## src/rtl/instr_encoder_loader.sv

```systemverilog
// Encodes mnemonic requests into {op,arg} words and streams them into imem from base_addr.
// One-entry holding register: accept at N -> mem_we at N+1; in_ready drops while a held write stalls.
module instr_encoder_loader #(
  parameter int INSTR_W = 9,
  parameter int ADDR_W  = 8
) (
  input  logic               clk,
  input  logic               reset,
  input  logic               start,
  input  logic [ADDR_W-1:0]  base_addr,
  input  logic               in_valid,
  output logic               in_ready,
  input  logic [3:0]         in_kind,
  input  logic [3:0]         in_sub,
  input  logic [INSTR_W-7:0] in_arg,
  input  logic               in_last,
  output logic               mem_we,
  input  logic               mem_ready,
  output logic [ADDR_W-1:0]  mem_addr,
  output logic [INSTR_W-1:0] mem_wdata,
  output logic               busy,
  output logic               done,
  output logic               err_illegal,
  output logic               err_full,
  output logic [ADDR_W:0]    words
);

  typedef enum logic [1:0] {S_IDLE, S_LOAD, S_DONE, S_FULL} state_t;

  localparam logic [ADDR_W:0]   CAP      = {1'b1, {ADDR_W{1'b0}}};
  localparam logic [ADDR_W:0]   WORD_ONE = {{ADDR_W{1'b0}}, 1'b1};
  localparam logic [ADDR_W-1:0] ADDR_ONE = {{(ADDR_W-1){1'b0}}, 1'b1};

  state_t               state_q, state_d;
  logic                 hold_v_q, hold_v_d;
  logic                 hold_last_q, hold_last_d;
  logic [INSTR_W-1:0]   hold_dat_q, hold_dat_d;
  logic [ADDR_W-1:0]    addr_q, addr_d;
  logic [ADDR_W:0]      words_q, words_d;
  logic                 err_ill_q, err_ill_d;
  logic                 err_full_q, err_full_d;

  logic [5:0] enc_op;
  logic       enc_ill;
  logic       wr_done, acc, fills;

  always_comb begin
    enc_op  = 6'b000000;
    enc_ill = 1'b0;
    case (in_kind)
      4'd0: enc_op = {3'b000, in_sub[2:0]};
      4'd1: enc_op = 6'b001000;
      4'd2: enc_op = 6'b001001;
      4'd3: enc_op = 6'b001010;
      4'd4: begin
        enc_op  = {2'b01, in_sub};
        // sub[2:0]==101 would alias the BRCI encoding
        enc_ill = (in_sub[2:0] == 3'b101);
      end
      4'd5: enc_op = {2'b01, in_sub[3], 3'b101};
      4'd6: enc_op = {3'b100, in_sub[2:0]};
      4'd7: enc_op = {3'b101, in_sub[2:0]};
      4'd8: enc_op = {3'b110, in_sub[2:0]};
      4'd9: enc_op = {3'b111, in_sub[2:0]};
      default: enc_ill = 1'b1;
    endcase
  end

  assign in_ready    = (state_q == S_LOAD) && (!hold_v_q || mem_ready);
  assign mem_we      = (state_q == S_LOAD) && hold_v_q;
  assign mem_addr    = addr_q;
  assign mem_wdata   = hold_dat_q;
  assign busy        = (state_q == S_LOAD) || (state_q == S_FULL);
  assign done        = (state_q == S_DONE);
  assign err_illegal = err_ill_q;
  assign err_full    = err_full_q;
  assign words       = words_q;

  assign wr_done = mem_we && mem_ready;
  assign acc     = in_valid && in_ready;
  assign fills   = (words_q + WORD_ONE) == CAP;

  always_comb begin
    state_d     = state_q;
    hold_v_d    = hold_v_q;
    hold_last_d = hold_last_q;
    hold_dat_d  = hold_dat_q;
    addr_d      = addr_q;
    words_d     = words_q;
    err_ill_d   = err_ill_q;
    err_full_d  = err_full_q;
    case (state_q)
      S_LOAD: begin
        if (wr_done) begin
          hold_v_d    = 1'b0;
          hold_last_d = 1'b0;
          addr_d      = addr_q + ADDR_ONE;
          words_d     = words_q + WORD_ONE;
          if (hold_last_q) state_d = S_DONE;
          else if (fills)  state_d = S_FULL;
        end
        if (acc) begin
          if (enc_ill) begin
            err_ill_d = 1'b1;
            if (in_last) state_d = S_DONE;
          end else if (wr_done && fills) begin
            // the draining write took the last free slot
            err_full_d = 1'b1;
          end else begin
            hold_v_d    = 1'b1;
            hold_dat_d  = {enc_op, in_arg};
            hold_last_d = in_last;
          end
        end
      end
      S_FULL: if (in_valid) err_full_d = 1'b1;
      default: ;
    endcase
    if (start) begin
      state_d     = S_LOAD;
      hold_v_d    = 1'b0;
      hold_last_d = 1'b0;
      addr_d      = base_addr;
      words_d     = '0;
      err_ill_d   = 1'b0;
      err_full_d  = 1'b0;
    end
  end

  always_ff @(posedge clk) begin
    if (reset) begin
      state_q     <= S_IDLE;
      hold_v_q    <= 1'b0;
      hold_last_q <= 1'b0;
      hold_dat_q  <= '0;
      addr_q      <= '0;
      words_q     <= '0;
      err_ill_q   <= 1'b0;
      err_full_q  <= 1'b0;
    end else begin
      state_q     <= state_d;
      hold_v_q    <= hold_v_d;
      hold_last_q <= hold_last_d;
      hold_dat_q  <= hold_dat_d;
      addr_q      <= addr_d;
      words_q     <= words_d;
      err_ill_q   <= err_ill_d;
      err_full_q  <= err_full_d;
    end
  end

endmodule

```

## config.mk

```make
export PLATFORM = sky130hd
export DESIGN_NAME = instr_encoder_loader
export DESIGN_NICKNAME = d
export VERILOG_FILES = /design/src/rtl/instr_encoder_loader.sv
export SDC_FILE = /design/constraint.sdc
export NUM_CORES = 1
export LEC_CHECK = 0
export CELL_PAD_IN_SITES_DETAIL_PLACEMENT = 1
export CELL_PAD_IN_SITES_GLOBAL_PLACEMENT = 2
export CORE_UTILIZATION = 26
export CTS_CLUSTER_SIZE = 14
export DETAILED_ROUTE_END_ITERATION = 8
export PLACE_DENSITY_LB_ADDON = 0.1
export SLEW_MARGIN = 10
export SYNTH_ARGS = -nofsm -noshare
export SYNTH_HDL_FRONTEND = slang
export SYNTH_SLANG_ARGS = --single-unit
```

## constraint.sdc

```tcl
create_clock -name clk -period 1.9 [get_ports clk]
set_clock_uncertainty 0.05 [all_clocks]
set_input_delay 0.285 -clock clk [delete_from_list [all_inputs] [get_ports clk]]
set_output_delay 0.285 -clock clk [all_outputs]
set_load 0.02 [all_outputs]
```

==> out/summary.txt <==
Crit Path Max Fanout - 5
share of the yosys chip area belonging to registers - 35.5%
largest net degree at the start of global routing - 14
drt first-iter violations - 29
root buffer cell - clkbuf_8
Worst Path Buf+Inv - 2
Synthesis Warnings - 0
RSZ-0062 raised after global routing - no
clk_lat worst skew - 0.28 ns
Setup crit end kind - primary output
CORE AREA - 6760 µm²
WL/cell - 14.2 µm
vias - 1,747
CTS tree - built
Post-Syn Instances - 209
Clock Power Share - 35.3%
Final nets - 316
Setup TNS Final - 0 ns
Site Rows - 30
CP arrival - 1.49 ns
worst vdd ir - 204 µV
DP Area - 2640 µm²
EDFF count, synth - 0
Post-synth top cells - 32 x dfxtp_1, 24 x nand2_1, 21 x nor2_1
die area - 7280 µm²
first-pass GRT wire length - 8600 µm
post-route cell area - 2740 µm²
syn avg cell area - 8.64 µm²
CTS max path bufs - 2
Main synth FF type - dfxtp_1
Setup WS post-layout - 0.0780 ns
antenna violations before repair - 0
ratio of cells with drive above 1 in the final layout - 17.2%
static leakage - 0.00106 µW
total wire length - 5240 µm
drt drc - 0
status - finished clean
Synth Net Count - 236
CP startpoint kind - register
Final min period - 1.82 ns
RePlAce Congestion - 0.699
max_cap viols - 0
slowest CP cell - clkdlybuf4s50_1
DP Worst Slack - -0.131 ns
Rel. slew slack - 68.4%
flops & latches, synth - 32
fmax - 0.549 GHz
crit path kind - register to primary output
Starting Density - 26.7%
DP HPWL - 4110 µm
Post-Syn Area - 1810 µm²
Pint - 1140 µW
setup violators final - 0
IO Count - 57
Yosys cell types - 56
Critical Path RT - 1.56 ns
top-count cell post-synth - dfxtp_1
Sink Count - 32
Final Hold Fails - 0
share of power burned in registers - 45.8%
worst-path cell chain - buf_4 -> nor2b_1 -> clkdlybuf4s50_1
Final Cycle Share - 95.9%
Hold Crit Class - register to register
Hold-fix buffers, CTS - 0
number of fill cells - 807
GRT Residual Overflow - 0
Gate power share - 18.9%
count of input and output buffers - 56
H-tree Lvls - 2
Die Ht - 85.3 µm
Sw Ratio - 26.7%
vias in the first global route - 1,759
number of CTS-inserted buffers - 5
clk slew on worst S/H paths - 0.07 ns
Layout area overhead - 51.6%
Pwr per Cell Area - 569 nW/µm²
antenna-violating nets left - 0
asr flop ratio synth - 0%
slowest stage delay, CP - 0.61 ns
area leader, netlist - dfxtp_1
postcts setup bufs - 0
Slew Limit Fails - 0
drt first pass iters - 4
Synth top area share - 35.5%
Via-to-Cell Ratio - 4.72
n_diodes - 0
Worst-Margin Slew - 0.473 ns
switching power - 415 µW
die width - 85.3 µm
Crit path max-delay family - buffers and inverters
Global Route Usage Sum - 15.2%
Synth area leaders - dfxtp_1 35%, mux2i_1 5.0%, nand2_1 5.0%
==> stage by stage <==
stage          hold slack (ns)  util, %  instances  total power (µW)
3_5_place_dp             0.400     39.0        362              1030
4_1_cts                  0.412     40.4        370              1590
3_3_place_gp             0.394     39.0        362              1030
2_1_floorplan            0.373        -        209               863
6_report                 0.407     40.5        370              1560
5_1_grt                  0.440     40.5        370              1660
==> cell families after synthesis <==
group	share of synthesized area [%]
AND/OR/NAND/NOR	25.3
buffers and inverters	3.74
adder cells (fa/ha/maj)	1.39
flip-flops	35.5
multiplexers	6.44
XOR/XNOR	7.28
AO/OA/AOI/OAI	20.4
==> registers in the layout (all words and copies together), names as in the netlist <==
register,cells
err_full,1
err_illegal,1
hold_last_q,1
hold_v_q,1
mem_addr,8
mem_wdata,9
state_q,2
words,9
==> worst min-delay path, cell delays in order, from the launching register on <==
cell and delay, ns:
dfxtp_1 0.31, inv_1 0.05, a211oi_1 0.05
==> path summary, 6_finish.rpt <==
path | start | end | slack, ns | cells past startpoint
worst max-delay path | state_q[0]$_SDFFE_PP0P_ | done | 0.08 | 3
worst min register to register | mem_wdata[4]$_SDFFE_PP0P_ | mem_wdata[4]$_SDFFE_PP0P_ | 0.41 | 2
worst min-delay path | mem_wdata[4]$_SDFFE_PP0P_ | mem_wdata[4]$_SDFFE_PP0P_ | 0.41 | 2
worst max register to register | words[0]$_SDFFE_PP0P_ | state_q[1]$_SDFFE_PP0P_ | 0.12 | 5
==> final cells by class <==
cell class | instances | area, µm² | area share, %
Inverter | 8 | 30.0 | 1.10
Multi-Input combinational cell | 160 | 1110 | 40.4
Sequential cell | 32 | 643 | 23.5
Timing Repair Buffer | 82 | 766 | 28.0
Clock buffer | 6 | 82.6 | 3.02
Clock inverter | 2 | 10.0 | 0.366
Tap cell | 80 | 100 | 3.66
==> cell usage in the layout, fill, tap and decap left out, drive strengths merged, types with 7 or more instances in the layout <==
master	n
buf	26
nand3	9
nand2	25
inv	8
and2	7
xnor2	7
clkdlybuf4s50	54
mux2i	9
a21oi	10
dfxtp	32
nor2	22
o21ai	7
xor2	8
==> layer usage <==
metal  up-vias  routed length (µm)  GRT usage, %
met2        32                2370          24.6
met3         7                 181          3.11
met5         -                   0             0
li1        895                   -             -
met4         0                  48          3.64
met1       813                2640          20.6
==> timing repair <==
action,4_1_cts,5_1_grt
resized for setup,3,2
hold endpoints to repair,0,0
setup endpoints to repair,2,1
==> power groups by stage <==
stage	Combinational, µW	Clock, µW	Sequential [µW]
after floorplan	113	0	750
after global placement	297	0	729
after detailed placement	299	0	729
after CTS	299	580	714
after global routing	318	621	717
final	294	551	713
Power figures use the tool's default switching activity.
